File: src/rtl/reg_bank_wb.sv
`default_nettype none
// ============================================================================
// Module      : reg_bank_wb
// Description : 32x32 MIPS register file with two combinational read ports,
//               a hard-wired $zero, and a sticky out-of-range write flag.
// Revision    : 1.0 - initial release
// ============================================================================
module reg_bank_wb #(
    parameter logic [31:0] SP_INIT = 32'd227,
    parameter logic [31:0] RA_INIT = 32'd0,
    parameter int          BYPASS  = 1
) (
    input  logic        clk,
    input  logic        reset,
    input  logic        reg_write,
    input  logic [31:0] write_reg,
    input  logic [31:0] write_data,
    input  logic [4:0]  read_reg1,
    input  logic [4:0]  read_reg2,
    output logic [31:0] read_data1,
    output logic [31:0] read_data2,
    output logic        addr_err,
    output logic [4:0]  last_wr_idx
);

    localparam bit c_bypass = (BYPASS != 0);

    logic        w_wr_legal;
    logic        w_wr_illegal;
    logic [4:0]  w_wr_idx;
    logic [31:0] w_regs [32];
    logic        r_addr_err;
    logic [4:0]  r_last_wr_idx;

    // Upper index bits are checked, never truncated; index 0 is legal but a no-op.
    assign w_wr_idx     = write_reg[4:0];
    assign w_wr_legal   = reg_write && (write_reg[31:5] == 27'd0) && (w_wr_idx != 5'd0);
    assign w_wr_illegal = reg_write && (write_reg[31:5] != 27'd0);

    assign w_regs[0] = 32'd0;

    for (genvar i = 1; i < 32; i++) begin : g_regs
        localparam logic [31:0] c_rst_val = (i == 29) ? SP_INIT :
                                            (i == 31) ? RA_INIT : 32'd0;
        logic [31:0] r_q;

        always_ff @(posedge clk) begin
            if (reset) begin
                r_q <= c_rst_val;
            end else if (w_wr_legal && (w_wr_idx == 5'(i))) begin
                r_q <= write_data;
            end
        end

        assign w_regs[i] = r_q;
    end

    always_ff @(posedge clk) begin
        if (reset) begin
            r_addr_err    <= 1'b0;
            r_last_wr_idx <= 5'd0;
        end else begin
            if (w_wr_illegal) begin
                r_addr_err <= 1'b1;
            end
            if (w_wr_legal) begin
                r_last_wr_idx <= w_wr_idx;
            end
        end
    end

    // Write-first forwarding only applies to legal nonzero destinations.
    always_comb begin
        read_data1 = w_regs[read_reg1];
        read_data2 = w_regs[read_reg2];
        if (c_bypass && w_wr_legal && (w_wr_idx == read_reg1)) begin
            read_data1 = write_data;
        end
        if (c_bypass && w_wr_legal && (w_wr_idx == read_reg2)) begin
            read_data2 = write_data;
        end
    end

    assign addr_err    = r_addr_err;
    assign last_wr_idx = r_last_wr_idx;

endmodule
`default_nettype wire

File: config.mk
export PLATFORM = sky130hd
export DESIGN_NAME = reg_bank_wb
export DESIGN_NICKNAME = d
export VERILOG_FILES = /design/src/rtl/reg_bank_wb.sv
export SDC_FILE = /design/constraint.sdc
export NUM_CORES = 2
export LEC_CHECK = 0
export CAP_MARGIN = 20
export CORE_ASPECT_RATIO = 0.7
export CORE_MARGIN = 1.5
export CORE_UTILIZATION = 40
export CTS_BUF_LIST = sky130_fd_sc_hd__clkbuf_8 sky130_fd_sc_hd__clkbuf_16
export CTS_CLUSTER_SIZE = 12
export DETAILED_ROUTE_END_ITERATION = 6
export GPL_ROUTABILITY_DRIVEN = 0
export MAX_ROUTING_LAYER = met4
export PLACE_DENSITY_LB_ADDON = 0.1
export SLEW_MARGIN = 20
export SYNTH_ARGS = -nofsm -noshare
export SYNTH_HDL_FRONTEND = slang
export SYNTH_SLANG_ARGS = --single-unit
File: constraint.sdc
create_clock -name clk -period 5.64 [get_ports clk]
set_input_delay 1.128 -clock clk [delete_from_list [all_inputs] [get_ports clk]]
set_output_delay 1.128 -clock clk [all_outputs]
set_load 0.02 [all_outputs]
# Yosys cells after proc, flatten, opt, wreduce, memory -nomap -nowiden
# Index checks and enable logic that the tools add are counted.
# classes
order_cmp	2
n_eq_ne	33
muxes	8
n_bitwise	2
n_reduce_logical	39
# ops
cell	n
$bmux 32 s5	2
$mux 32	6
$eq 5x5->1 const B	16
$eq 5x4->1 const B	8
$logic_and 1x1->1	36
$logic_not 27->1	1
$reduce_bool 27->1	1
$eq 5x3->1 const B	4
$ge 6x6->1 const B	2
$not 5->6	2
$eq 5x2->1 const B	2
$eq 5x5->1	2
$eq 5x1->1 const B	1
$reduce_bool 5->1	1
# totals
reg_bits	998
inputBits	77
out_inout_bits	70
wordCells	117

# Logic depth before layout (Yosys ltp)
# depth
word_depth	5
ltp_mapped	9

# Worst setup path before layout
# No wires, ideal clock.
# synth_timing
kind	input to output
from	in write_reg[7]
to	out read_data1[10]
arrival_ns	3.007
path_slack_ns	1.505
path_stages	7
n_path_buf	2
cell_sequence	nor4_4 and4_1 nand4_1 or4_1 buf_2 buf_6 mux2i_1
# synth_between
elab_chain_cells	5
# synth_lines
element	line_no	rtl
start, declared	16	input logic [31:0] write_reg,
$logic_not 27->1	37	assign w_wr_legal = reg_write && (write_reg[31:5] == 27'd0) && (w_wr_idx != 5'd0);
$logic_and 1x1->1 (2 in series)	37	
$logic_and 1x1->1	76	if (c_bypass && w_wr_legal && (w_wr_idx == read_reg1)) begin
$mux 32	76	
end, declared	20	output logic [31:0] read_data1,
# No other way between the ends.

# Final worst setup path
# layout_timing
from	in write_reg[14]
to	out read_data1[11]
# Same word-level chain as after synthesis.

==> impl_metrics.json <==
{
  "drt_pass1_iterations": 7,
  "rsz0062_at_grt": "false",
  "grt_pass1_vias": 42917,
  "yosysTopAreaCell": "dfxtp_1",
  "crit_chain": "clkdlybuf4s50_1 -> nor4_4 -> and4_1 -> nand4_1 -> or4_4 -> buf_12 -> mux2i_1 -> clkdlybuf4s50_1",
  "synth_fp_nets": 5720,
  "fmax_ghz": 0.1843,
  "pwr_density_cell_nw_per_um2": 247.5,
  "cts.path.max_buffers": 3,
  "syn_avg_cell_area_um2": 9.703,
  "ys_async_sr_fraction": 0,
  "final-setup-viol-count": 0,
  "p_leak_nw": 25.03,
  "die_w_um": 445.2,
  "nets": 5676,
  "rr_worst_depth": 2,
  "netlist.area_leader.share": 0.3649,
  "gr-total-overflow": 0,
  "layout.cells.non_filler": 7460,
  "synth_edf_count": 0,
  "seq_area_frac_synth": 0.3649,
  "fin_skew_ps": 0,
  "post-cts-setup-buffer-count": 0,
  "fill_cells": 13007,
  "routed_wl_um": 230100,
  "ys_ff_latch": 998,
  "cts_tree": "done",
  "antenna_found_initial": 9,
  "vdd_drop_max_mv": 0.2193,
  "power_mw": 15.42,
  "tns_ps": 0,
  "synth_cell_type_count": 52,
  "synth_area_um2": 54760,
  "hold_path.class": "reg2reg",
  "grtUsageTotal": 0.3334,
  "arrival_ps": 4300,
  "drtAntennaViolNets": 0,
  "drive_gt1_frac": 0.2068,
  "setup.worst_path.class": "in2out",
  "cap_violations": 0,
  "dpl.hpwl_um": 144000,
  "synthCells": 5643,
  "start_kind": "input pin",
  "post-route-min-period_ps": 5427,
  "wire_per_inst_um": 30.85,
  "crit_path_end_kind": "output pin",
  "dp.cells": 7274,
  "worstPathRequired_ps": 4510,
  "maxSlewViolCount": 0,
  "start_util": 0.4034,
  "chipHeight_um": 312.6,
  "grt_max_degree": 116,
  "worstMarginPinSlew_ps": 1241,
  "ioPinCount": 147,
  "synthFlopType": "dfxtp_1",
  "route.detailed.drc": 9,
  "cts_resized": 0,
  "grt_pass1_wl_um": 328000,
  "relSlewSlack": 0.1725,
  "run_status": "finished, violations left",
  "multiInputGateArea_um2": 32380,
  "cts.htree.levels": 3,
  "clk_pin_slew_worst_paths_ps": 60,
  "crit_slowest_cell": "clkdlybuf4s50_1",
  "cts_buffers": 105,
  "ys_warn_count": 0,
  "rows": 113,
  "violations": "design-rule violations",
  "max_stage_delay_ps": 630,
  "crit_fanout": 22,
  "utilization": 0.4589,
  "synth_common_cells": "dfxtp_1 (998), mux2i_1 (789), nand2_1 (719)",
  "synth_most_common_cell": "dfxtp_1",
  "final-seq-area_um2": 19980,
  "area_delta_synth_final_pct": 13.74,
  "core_um2": 135700,
  "path_common_cell": "clkdlybuf4s50_1",
  "cts_hold_buf": 0,
  "clock-sinks": 998,
  "die-area_um2": 139200,
  "portBuffers": 146,
  "insertion_delay_ps": 720,
  "dr_total_vias": 45792,
  "finalHoldViolCount": 0,
  "via_per_inst": 6.138,
  "drt_iter0_markers": 5332,
  "timing.final.crit_share": 0.9623,
  "hold_depth": 2,
  "cts_root_buf": "clkbuf_16",
  "synth.area.top_cells": "dfxtp_1 (36%), mux2i_1 (14%), mux4_2 (11%)"
}
-- state kept, by name, indices dropped and copies added (netlist names) --
| name | flops |
|---|---|
| last_wr_idx | 5 |
| g_regs.r_q | 992 |
| addr_err | 1 |
-- cells by family (layout without fill, tap and decap cells) --
family | Yosys count | in the layout | share of synthesized area
XOR/XNOR | 10 | 10 | 0.001599
buffers and inverters | 632 | 662 | 0.04840
multiplexers | 1425 | 1425 | 0.3318
AND/OR/NAND/NOR | 1747 | 1747 | 0.1610
AO/OA/AOI/OAI | 831 | 831 | 0.09234
flip-flops | 998 | 998 | 0.3649
other | 0 | 5 | 0
-- cell usage in the layout (no fill, tap or decap), drive strengths merged, types with 6 or more instances in the layout --
| master | netlist | layout |
|---|---|---|
| dfxtp | 998 | 998 |
| nand2 | 719 | 719 |
| nor3 | 49 | 49 |
| nand4 | 57 | 57 |
| nand2b | 514 | 514 |
| and4 | 6 | 6 |
| mux4 | 276 | 276 |
| o211ai | 31 | 31 |
| a221oi | 12 | 12 |
| clkdlybuf4s50 | 0 | 121 |
| a211oi | 31 | 31 |
| a21oi | 440 | 440 |
| nand3b | 62 | 62 |
| o221ai | 19 | 19 |
| mux2i | 789 | 789 |
| and2 | 7 | 7 |
| a21o | 31 | 31 |
| o32ai | 13 | 13 |
| nor4 | 37 | 37 |
| a22oi | 157 | 157 |
| buf | 188 | 325 |
| nand3 | 7 | 7 |
| o21ai | 14 | 14 |
| nor2 | 260 | 260 |
| mux2 | 360 | 360 |
| nor2b | 10 | 10 |
| a31oi | 33 | 33 |
| inv | 34 | 60 |
| clkbuf | 410 | 128 |
| clkinv | 0 | 24 |
| o22ai | 49 | 49 |
-- area by class of cell --
class | instances | area share
Clock inverter | 54 | 0.005023
Timing Repair Buffer | 447 | 0.06857
Multi-Input combinational cell | 4013 | 0.5199
Inverter | 34 | 0.002069
Antenna cell | 5 | 0.0002009
Tap cell | 1782 | 0.03580
Clock buffer | 127 | 0.04759
Sequential cell | 998 | 0.3208
-- power by group --
part / internal (mW) / switching [mW]
Combinational: 0.502 / 1.00
Clock: 3.78 / 3.08
Sequential: 7.05 / 0.00101
Total: 11.3 / 4.09
-- metrics by stage --
stage,hold WS (ps),setup WS [ps],area (µm²)
after detailed placement,454.1,229.8,58990
after global routing,479.3,189.9,62270
after floorplan,438.2,1505,54760
after CTS,463.6,222.8,62270
after global placement,446.3,247.5,58990
final,461.1,212.9,62280
-- path summary, 6_finish.rpt --
| kind | start | to | slack [ps] |
|---|---|---|---|
| hold reg to reg | g_regs[20].r_q[2] | g_regs[20].r_q[2] | 460 |
| setup / recovery | write_reg[14] | read_data1[11] | 210 |
| setup reg to reg | last_wr_idx[4] | last_wr_idx[4] | 4820 |
| hold / removal | g_regs[20].r_q[2] | g_regs[20].r_q[2] | 460 |
-- critical path, delay by kind of cell --
family / cells / cell delay, ps
buffers and inverters: 3 / 1300
muxes: 1 / 210
and+or+nand+nor: 4 / 1620
-- layer usage --
| metal | up-vias | wire length, µm | GRT usage |
|---|---|---|---|
| li1 | 20090 | - | - |
| met1 | 23107 | 104400 | 0.4763 |
| met5 | - | 0 | - |
| met2 | 2225 | 97240 | 0.4717 |
| met3 | 370 | 21050 | 0.06941 |
| met4 | 0 | 7483 | 0.09479 |
No activity file was read; power rests on OpenSTA's default activity.
